## src/rtl/fp_pkg.sv

```systemverilog
// rtl/fp_pkg.sv - shared constants, binary32 field layout and FSM states for the add/sub back end
package fp_pkg;

  localparam int MANT_W = 24;
  localparam int EXP_W = 8;
  localparam int FRAC_W = 23;
  localparam logic [7:0] EXP_MAX = 8'hFF;
  localparam int EXP_BIAS = 127;

  typedef struct packed {
    logic              sign;
    logic [EXP_W-1:0]  bexp;
    logic [FRAC_W-1:0] frac;
  } fp32_t;

  typedef enum logic [1:0] {
    IDLE,
    NORM,
    OUT
  } state_e;

endpackage

```

## src/rtl/fp_lzc24.sv

```systemverilog
// rtl/fp_lzc24.sv - combinational 24-bit leading-zero counter, 24 for an all-zero input
module fp_lzc24
  import fp_pkg::*;
(
  input  logic [MANT_W-1:0] mant,
  output logic [4:0]        count
);

  // Scanning upward lets the highest set bit overwrite every lower hit.
  always_comb begin
    count = 5'd24;
    for (int i = 0; i < MANT_W; i++) begin
      if (mant[i]) count = 5'(MANT_W - 1 - i);
    end
  end

endmodule

```

## src/rtl/fp_norm_pack.sv

```systemverilog
// rtl/fp_norm_pack.sv - left-normalise the adder mantissa and pack a binary32 result
// FP_NORM_LZC_EN selects a single-cycle leading-zero-count shifter instead of one bit per cycle.
module fp_norm_pack
  import fp_pkg::*;
#(
  parameter int MANT_W = 24,
  parameter int EXP_W  = 8
) (
  input  logic              clk,
  input  logic              rst,
  input  logic              in_valid,
  output logic              in_ready,
  input  logic [MANT_W-1:0] in_mant,
  input  logic              in_carry,
  input  logic [EXP_W-1:0]  in_exp,
  input  logic              in_sign,
  output logic              out_valid,
  input  logic              out_ready,
  output logic [31:0]       out_data
);

  state_e            state;
  state_e            state_nxt;
  logic [MANT_W-1:0] mant;
  logic [EXP_W+1:0]  work_exp;
  logic              sign;
  logic              pass;

  logic [EXP_W+1:0]  start_exp;
  logic [MANT_W-1:0] n_mant;
  logic [EXP_W+1:0]  n_exp;
  logic              done;
  fp32_t             word;

  // Exponent 0 encodes a denormal operand whose true scale matches exponent 1.
  assign start_exp = {2'b00, (in_exp == '0) ? EXP_W'(1) : in_exp}
                   + {{(EXP_W + 1){1'b0}}, in_carry};

`ifdef FP_NORM_LZC_EN
  logic [4:0]       lzc;
  logic [4:0]       shift;
  logic [EXP_W+1:0] exp_lim;

  fp_lzc24 u_lzc (
    .mant  (mant),
    .count (lzc)
  );

  // Never shift below exponent 1; what remains unnormalised is a denormal.
  assign exp_lim = work_exp - 1'b1;
  assign shift   = ({{(EXP_W - 3){1'b0}}, lzc} < exp_lim) ? lzc : exp_lim[4:0];
  assign n_mant  = mant << shift;
  assign n_exp   = work_exp - {{(EXP_W - 3){1'b0}}, shift};
`else
  assign n_mant  = mant;
  assign n_exp   = work_exp;
`endif

  always_comb begin
    done = 1'b1;
    word = '0;
    if (pass) begin
      word = '{sign: sign, bexp: EXP_MAX, frac: mant[FRAC_W-1:0]};
    end else if (work_exp >= {2'b00, EXP_MAX}) begin
      word = '{sign: sign, bexp: EXP_MAX, frac: '0};
    end else if (mant == '0) begin
      word = '0;
    end else if (n_mant[MANT_W-1]) begin
      word = '{sign: sign, bexp: n_exp[EXP_W-1:0], frac: n_mant[FRAC_W-1:0]};
    end else if (n_exp == 1) begin
      word = '{sign: sign, bexp: '0, frac: n_mant[FRAC_W-1:0]};
    end else begin
      done = 1'b0;
    end
  end

  always_ff @(posedge clk) begin
    if (rst) state <= IDLE;
    else     state <= state_nxt;
  end

  always_comb begin
    state_nxt = state;
    case (state)
      IDLE:    if (in_valid)  state_nxt = NORM;
      NORM:    if (done)      state_nxt = OUT;
      OUT:     if (out_ready) state_nxt = IDLE;
      default: state_nxt = IDLE;
    endcase
  end

  always_comb begin
    in_ready  = (state == IDLE);
    out_valid = (state == OUT);
  end

  always_ff @(posedge clk) begin
    if (rst) begin
      mant     <= '0;
      work_exp <= '0;
      sign     <= 1'b0;
      pass     <= 1'b0;
      out_data <= '0;
    end else begin
      case (state)
        IDLE: begin
          if (in_valid) begin
            mant     <= in_mant;
            sign     <= in_sign;
            pass     <= (in_exp == EXP_MAX);
            work_exp <= (in_exp == EXP_MAX) ? '0 : start_exp;
          end
        end
        NORM: begin
          if (done) begin
            out_data <= word;
          end else begin
            mant     <= mant << 1;
            work_exp <= work_exp - 1'b1;
          end
        end
        default: ;
      endcase
    end
  end

endmodule
```

## config.mk

```make
export PLATFORM = sky130hd
export DESIGN_NAME = fp_norm_pack
export DESIGN_NICKNAME = d
export VERILOG_FILES = /design/src/rtl/fp_pkg.sv /design/src/rtl/fp_lzc24.sv /design/src/rtl/fp_norm_pack.sv
export SDC_FILE = /design/constraint.sdc
export NUM_CORES = 1
export LEC_CHECK = 0
export ABC_AREA = 1
export CELL_PAD_IN_SITES_DETAIL_PLACEMENT = 1
export CELL_PAD_IN_SITES_GLOBAL_PLACEMENT = 1
export CORE_MARGIN = 2
export CORE_UTILIZATION = 39
export DETAILED_ROUTE_END_ITERATION = 10
export PLACE_DENSITY = 0.81
export REMOVE_ABC_BUFFERS = 1
export SLEW_MARGIN = 25
export SYNTH_ARGS = -nofsm -noshare
export SYNTH_HDL_FRONTEND = slang
export SYNTH_SLANG_ARGS = --single-unit
export TNS_END_PERCENT = 30
```

## constraint.sdc

```tcl
create_clock -name clk -period 6.4 [get_ports clk]
set_clock_uncertainty 0.15 [all_clocks]
set_input_delay 1.28 -clock clk [delete_from_list [all_inputs] [get_ports clk]]
set_output_delay 1.28 -clock clk [all_outputs]
set_load 0.01 [all_outputs]
```

==> summary.md, run 1 <==
| Metric | Value |
|---|---|
| Core Util, Final | `51.2%` |
| Crit Path Max Fanout | `3` |
| Mapped Area | `3580 µm²` |
| Final Cycle Share | `55.0%` |
| GRT Overall Usage | `22.4%` |
| Aggregate negative setup slack | `0 ps` |
| Routability cong. | `0.872` |
| Vias in the first global route | `3,947` |
| Post-route met1 wirelength | `4.78 mm` |
| Leakage | `1.81 nW` |
| Power per cell area | `310 nW/µm²` |
| Core area | `8810 µm²` |
| Num rows | `34` |
| Initial Util | `40.7%` |
| # clock sinks | `70` |
| Leading area contributor after synthesis | `dfxtp_1` |
| Top cell type's share of synthesized area | `39.1%` |
| Largest net degree at the start of global routing | `58` |
| WL met2 | `5.45 mm` |
| Clk slew on worst S/H paths | `80 ps` |
| First-pass GRT wire length | `18.2 mm` |
| Post-route cell area | `4500 µm²` |
| Post-CTS setup buffers | `0` |
| Num CTS Buffers | `9` |
| I/O Buffers | `71` |
| Clk root buf | `clkbuf_8` |
| Final worst slack | `2880 ps` |
| Worst slew margin | `51.8%` |
| DR top layer | `met4` |
| Most common cell in the netlist | `nand2_1` |
| Worst Tran Pin Value | `720 ps` |
| Period minus WS final | `3520 ps` |
| # DRC | `0` |
| Setup crit start kind | `input pin` |
| Number of enable flip-flop cells after synthesis | `0` |
| CP Data Required Time | `6490 ps` |
| Metal3 WL | `357 µm` |
| Antenna-violating nets left | `0` |
| Worst VDD drop | `0.128 mV` |
| Largest cells by area after synthesis | `dfxtp_1 (39%), nand2_1 (18%), nand3_1 (8.9%)` |
| Design Power | `0.00140 W` |
| Final setup vio count | `0` |
| Post-CTS Hold Buffers | `0` |
| Wire per inst | `15.4 µm` |
| RSZ-0062 raised after global routing | `no` |
| Max Cap Viol | `0` |
| Status | `completed` |
| Die H | `99.9 µm` |
| Hold Fails Final Rpt | `0` |
| ANT cells | `0` |
| Top_reg_cell synth | `dfxtp_1` |
| Layout area overhead | `25.7%` |
| CTS tree | `built` |
| Placement Cell Area | `4280 µm²` |
| Dpl hpwl | `7.10 mm` |
| GRT Residual Overflow | `0` |
| Cells after synthesis | `534` |
| Seq/Total Area, Yosys | `39.1%` |
| Fmax | `0.284 GHz` |
| Layout cells sized above 1 | `6.90%` |
| WP data arrival | `3610 ps` |
| Worst setup EP type | `flop` |
| Post-CTS Resized | `0` |
| Crit path kind | `in -> reg` |
| Avg Cell Area, Syn | `6.71 µm²` |
| H-tree depth | `3` |
| Worst slack, placed | `2500 ps` |
| Clock insertion delay at the later pin of the skew report | `350 ps` |
| Top post-synthesis cells by count | `nand2_1 (168), dfxtp_1 (70), nand3_1 (64)` |
| Boundary Pins | `72` |
| Hold Crit Class | `reg -> reg` |
| Synth Warn # | `0` |
| CTS max path bufs | `2` |
| Initial antenna violation count | `0` |
| Vias | `3,733` |
| R2R Setup Slk | `3320 ps` |
| Pre-antenna DRT Iters | `4` |
| Die ar. | `9970 µm²` |
| Fin nets | `632` |
| Asr flop ratio synth | `0%` |
| Vias/cell | `5.32` |
| Cell variety after synth | `28` |
| Die Width | `99.9 µm` |
| FF+latch count, synth | `70` |
| Initial DRC count | `135` |
| Routed Wire Length | `10.8 mm` |
| Pins Over Slew Limit | `0` |
## layout by cell type, fill, tap and decap left out, types with 4 or more instances in the layout
cell	netlist	layout
a21oi_1	59	59
a21oi_2	4	4
clkbuf_8	0	9
clkdlybuf4s50_1	0	70
dfxtp_1	70	70
ha_1	5	5
inv_1	27	27
nand2_1	168	168
nand2_2	4	4
nand3_1	64	64
nor2_1	52	52
o21ai_0	21	21
o21ai_1	4	4
xor2_1	4	4
## layer usage
layer	vias up	global-route usage [%]
li1	1837	-
met1	1815	27.1
met2	63	40.4
met3	18	3.27
met4	0	8.22
met5	-	0
## path summary, 6_finish.rpt
check | from | depth (start not counted) | endpoint
worst max-delay path | in_exp[6] | 14 | n_exp[6]
worst min-delay path | sign | 2 | sign
worst min register to register | sign | 2 | sign
worst max register to register | n_exp[0] | 11 | n_exp[6]
## stage by stage
step / std cells / hold WS (ps)
floorplan: 504 / 280
global placement: 686 / 293
detailed placement: 686 / 310
CTS: 702 / 318
global route: 702 / 344
finish: 702 / 314
## registers in the layout, summed over array words and instances (netlist names)
name / cells
out_data: 32
mant: 24
n_exp: 10
state: 2
pass: 1
sign: 1
## report_power, final
group / leakage, nW / switching [W] / total (W) / internal, W
combinational: 1.13 / 0.000296 / 0.000453 / 0.000157
clock: 0.109 / 0.000185 / 0.000405 / 0.000221
sequential: 0.571 / 0.0000524 / 0.000539 / 0.000487
total: 1.81 / 0.000533 / 0.00140 / 0.000865
## critical path, stage by stage
cell             delay (ps)
clkdlybuf4s50_1         450
inv_1                   130
nand4_1                 130
o41ai_1                 280
ha_1                    260
ha_1                    200
nand3_1                 140
nor2_1                  150
xor2_1                  170
nor2_1                   50
a21oi_1                 130
nand2_1                  70
nand2_1                  90
nor2_1                   50
## layout make-up
cell class	count	area [µm²]
fill	1157	4300
multi-input combinational	405	1910
sequential	70	1400
timing repair buffer	74	728
tap	108	135
clock buffer	9	124
inverter	29	109
clock inverter	7	98.8
## cell families (layout without fill, tap and decap cells)
family	count (synthesis)	after routing	share of synthesized area, %
flip-flops	70	70	39.1
XOR/XNOR	6	6	1.47
AND/OR/NAND/NOR	304	304	36.6
adder cells (fa/ha/maj)	5	5	1.75
buffers and inverters	59	119	7.65
AO/OA/AOI/OAI	90	90	13.4
Power figures use the tool's default switching activity.
==> run 2, diff against run 1 <==
CORE_UTILIZATION = 33   (was 39)
PLACE_DENSITY = 0.73   (was 0.81)
clock period = 2.9 ns   (was 6.4 ns; I/O delays follow)
==> summary.md, run 2 (same netlist as run 1, synthesis figures left out) <==
| Metric | Value |
|---|---|
| WP data arrival | `2740 ps` |
| GRT Overall Usage | `19.2%` |
| Most frequent cells in the layout | `nand2_1 (168), clkdlybuf4s50_1 (70), dfxtp_1 (70), nand3_1 (64), a21oi_1 (59)` |
| Antenna-violating nets left | `0` |
| Core area | `10,700 µm²` |
| Largest net degree at the start of global routing | `53` |
| Die ar. | `11,700 µm²` |
| Final setup vio count | `0` |
| Max Cap Viol | `0` |
| R2R Path Start | `n_exp[0]` |
| Vias | `3,666` |
| Power share of the combinational group | `33.6%` |
| Vias/cell | `4.93` |
| Pins Over Slew Limit | `0` |
| Final Cycle Share | `90.1%` |
| Aggregate negative setup slack | `0 ps` |
| Final worst slack | `287 ps` |
| Commonest non-fill, non-tap cell in the layout | `nand2_1` |
| RSZ-0062 raised after global routing | `no` |
| # clock sinks | `70` |
| Routed Wire Length | `10.6 mm` |
| Worst VDD drop | `0.243 mV` |
| Sequential Power Share | `38.9%` |
| Post-route cell area | `4620 µm²` |
| Initial antenna violation count | `0` |
| ANT cells | `0` |
| Boundary Pins | `72` |
| Clk root buf | `clkbuf_8` |
| CTS max path bufs | `2` |
| Clock share of power | `27.5%` |
| Int Power | `0.00189 W` |
| Core Util, Final | `43.2%` |
| Num CTS Buffers | `9` |
| Clk slew on worst S/H paths | `80 ps` |
| Register bank with the most flops | `out_data` |
| Fin nets | `641` |
| Routability cong. | `0.833` |
| Vias in the first global route | `3,763` |
| Post-CTS setup buffers | `0` |
| Worst slew margin | `66.0%` |
| Setup crit start kind | `input pin` |
| Period minus WS final | `2610 ps` |
| Crit Path Max Fanout | `3` |
| Die Width | `108 µm` |
| # DRC | `0` |
| Net Sw Frac | `38.0%` |
| I/O Buffers | `71` |
| Critical path origin | `in_exp[6]` |
| Initial DRC count | `133` |
| Crit path kind | `in -> reg` |
| GRT Residual Overflow | `0` |
| CTS tree | `built` |
| RR Endpoint | `n_exp[3]` |
| Wire per inst | `14.3 µm` |
| Clock insertion delay at the later pin of the skew report | `350 ps` |
| Status | `completed` |
| Worst Tran Pin Value | `508 ps` |
| Hold Crit Class | `reg -> reg` |
| Initial Util | `33.5%` |
| Cells on worst reg2reg path | `12` |
| CP endpoint | `n_exp[4]` |
| Number of flip-flops in the largest register | `32` |
| Power per cell area | `661 nW/µm²` |
| Layout area overhead | `29.0%` |
| Fmax | `0.383 GHz` |
| Worst setup EP type | `flop` |
| First-pass GRT wire length | `17.9 mm` |
| Post-CTS Resized | `0` |
| Psw | `0.00116 W` |
| Placement Cell Area | `4410 µm²` |
| H-tree depth | `3` |
| Hold Fails Final Rpt | `0` |
| Worst slack, placed | `-57.2 ps` |
| Placed Instances | `727` |
| Leakage | `1.86 nW` |
| Dpl hpwl | `7.24 mm` |
| Non-Filler Instances | `743` |
| R2R Setup Slk | `600 ps` |
| Pre-antenna DRT Iters | `4` |
| Die H | `108 µm` |
| Layout cells sized above 1 | `8.29%` |
| Post-CTS Hold Buffers | `0` |
| Num rows | `38` |
| CP Data Required Time | `3030 ps` |
==> run 2: area by class of cell <==
| type | count | area (µm²) |
|---|---|---|
| timing repair buffer | 83 | 821 |
| multi-input combinational | 405 | 1910 |
| fill | 1399 | 6080 |
| clock inverter | 5 | 56.3 |
| tap | 140 | 175 |
| clock buffer | 11 | 151 |
| sequential | 70 | 1400 |
| inverter | 29 | 109 |
==> run 2: how the worst min path moves through the flow <==
stage | startpoint | to | slack (ps) | cells after the start
after CTS | sign | sign | 310 | 2
after global placement | sign | sign | 290 | 2
after floorplan | sign | sign | 280 | 2
final | sign | sign | 310 | 2
after detailed placement | sign | sign | 300 | 2
after global routing | sign | sign | 340 | 2
==> run 2: per-layer routing <==
layer / wire, µm / part of all wire, % / global-route usage, % / vias up
met4: 139 / 1.3 / 6.59 / 0
met5: 0 / 0 / 0 / -
met2: 5260 / 49 / 33.0 / 64
met1: 4880 / 46 / 24.5 / 1729
met3: 365 / 3.4 / 2.77 / 15
li1: - / - / - / 1858
==> run 2: metrics by stage <==
stage	power (W)	hold WS [ps]
floorplan	0.00182	280
global placement	0.00221	293
detailed placement	0.00224	302
CTS	0.00309	312
global route	0.00329	341
finish	0.00305	311
==> run 2: worst max-delay path: stages <==
cell and delay, ps:
clkdlybuf4s50_1 440, inv_1 90, nand4_1 120, o41ai_1 320, ha_1 250, ha_1 190
nand3_1 110, buf_4 160, xor2_1 130, o21ai_0 160, nand2_1 70, a21oi_1 120
==> run 2: power by group through the flow <==
stage          sequential, W  combinational (W)  clock (W)
2_1_floorplan        0.00119           0.000631          0
3_3_place_gp         0.00120            0.00101          0
3_5_place_dp         0.00121            0.00103          0
4_1_cts              0.00119            0.00104   0.000864
5_1_grt              0.00121            0.00117   0.000914
6_report             0.00119            0.00103   0.000839
==> run 3, diff against run 2 <==
CORE_MARGIN = unset   (was 2)
==> summary.md, run 3 (same netlist as run 1, synthesis figures left out) <==
| Metric | Value |
|---|---|
| Vias in the first global route | `3,850` |
| # DRC | `0` |
| Die Width | `106 µm` |
| CTS max path bufs | `2` |
| Most frequent CP cell | `nor2_1` |
| Clk root buf | `clkbuf_8` |
| Min-delay src | `out_data[12]` |
| Power per cell area | `671 nW/µm²` |
| Core Util, Final | `44.4%` |
| Critical path origin | `in_exp[6]` |
| Vias | `3,648` |
| Die H | `106 µm` |
| Wire per inst | `14.2 µm` |
| Routed Wire Length | `10.5 mm` |
| H-tree depth | `3` |
| GRT Overall Usage | `20.2%` |
| Clk slew on worst S/H paths | `80 ps` |
| Core area | `10,400 µm²` |
| Crit-path slowest cell | `clkdlybuf4s50_1` |
| Worst hold stages | `2` |
| Post-route met1 wirelength | `4.95 mm` |
| Post-CTS Hold Buffers | `0` |
| Routability cong. | `0.832` |
| Worst slack, placed | `-115 ps` |
| Most frequent cells in the layout | `nand2_1 (168), clkdlybuf4s50_1 (70), dfxtp_1 (70), nand3_1 (64), a21oi_1 (59)` |
| Final Cycle Share | `90.7%` |
| Hold Crit Class | `reg -> reg` |
| Number of flip-flops in the largest register | `32` |
| Post-CTS Resized | `0` |
| WL met2 | `5.07 mm` |
| Period minus WS final | `2630 ps` |
| Max Cap Viol | `0` |
| I/O Buffers | `71` |
| Crit Path Max Fanout | `3` |
| Metal3 WL | `334 µm` |
| ANT cells | `0` |
| Register bank with the most flops | `out_data` |
| DR top layer | `met4` |
| Hold slack final | `315 ps` |
| Initial antenna violation count | `0` |
| Pins Over Slew Limit | `0` |
| Final setup vio count | `0` |
| Boundary Pins | `72` |
| Leakage | `1.87 nW` |
| Worst VDD drop | `0.328 mV` |
| CP Data Required Time | `2990 ps` |
| Layout area overhead | `29.0%` |
| Worst setup EP type | `flop` |
| Commonest non-fill, non-tap cell in the layout | `nand2_1` |
| WP data arrival | `2720 ps` |
| Dpl hpwl | `7.50 mm` |
| R2R Path Start | `n_exp[0]` |
| Vias/cell | `4.92` |
| Aggregate negative setup slack | `0 ps` |
| # clock sinks | `70` |
| Post-CTS setup buffers | `0` |
| Pre-antenna DRT Iters | `4` |
| Fmax | `0.380 GHz` |
| Clock insertion delay at the later pin of the skew report | `340 ps` |
| Antenna-violating nets left | `0` |
| Worst slew margin | `64.9%` |
| Hold Fails Final Rpt | `0` |
| Cell chain of the critical path | `clkdlybuf4s50_1, inv_1, nand4_1, o41ai_1, ha_1, ha_1, nand3_1, nor2_1, xor2_1, nor2_1, a21oi_1, nand2_1, nand2_1, nor2_1` |
| Initial Util | `34.4%` |
| RSZ-0062 raised after global routing | `no` |
| Setup crit start kind | `input pin` |
| CP max stage delay | `450 ps` |
| Initial DRC count | `80` |
| Fin nets | `643` |
| Num CTS Buffers | `9` |
| GRT Residual Overflow | `0` |
| Largest net degree at the start of global routing | `46` |
| Crit path kind | `in -> reg` |
| Worst Tran Pin Value | `525 ps` |
| Die ar. | `11,300 µm²` |
| Status | `completed` |
| Cells on worst reg2reg path | `11` |
| First-pass GRT wire length | `18.2 mm` |
| Num rows | `37` |
| Layout cells sized above 1 | `8.43%` |
| Final worst slack | `271 ps` |
| CTS tree | `built` |
| Design Power | `0.00310 W` |
==> run 3: cell count changes in the layout (fill, tap and decap cells not counted) <==
cell	before	now
bufinv_16	1	2
buf_4	10	14
clkinv_2	2	1
clkinvlp_4	1	0
inv_6	1	0
clkinv_4	0	2
buf_12	2	0
clkbuf_8	11	10
clkbuf_1	0	1
==> run 3: through the flow <==
step                      std cells  cell area [µm²]
after CTS                       741             4620
after global placement          725             4400
after global routing            741             4620
after detailed placement        725             4400
after floorplan                 504             3420
final                           741             4620
==> run 3: routing by layer <==
layer | track usage [%] | up-vias
li1 | - | 1859
met1 | 25.1 | 1713
met2 | 34.9 | 62
met3 | 3.62 | 14
met4 | 6.94 | 0
met5 | 0 | -
==> run 3: final timing paths <==
kind	endpoint	slack (ps)
setup reg to reg	mant[15]	540
setup / recovery	n_exp[6]	270
hold reg to reg	out_data[12]	320
hold / removal	out_data[12]	320
==> run 3: where the power goes <==
part	internal, W	switching, W
combinational	0.000370	0.000646
sequential	0.00107	0.000111
clock	0.000510	0.000391
==> run 3: cell type report <==
class                           count  area (µm²)
Clock inverter                      5        82.6
Sequential cell                    70        1400
Multi-Input combinational cell    405        1910
Tap cell                          136         170
Timing Repair Buffer               85         811
Fill cell                        1356        5790
Inverter                           29         109
Clock buffer                       11         141
==> run 3: worst max-delay path: cells and delay by family <==
kind / cells / cell delay (ps)
AND/OR/NAND/NOR: 7 / 580
buffers and inverters: 2 / 540
adder cells (fa/ha/maj): 2 / 460
AO/OA/AOI/OAI: 2 / 370
XOR/XNOR: 1 / 170
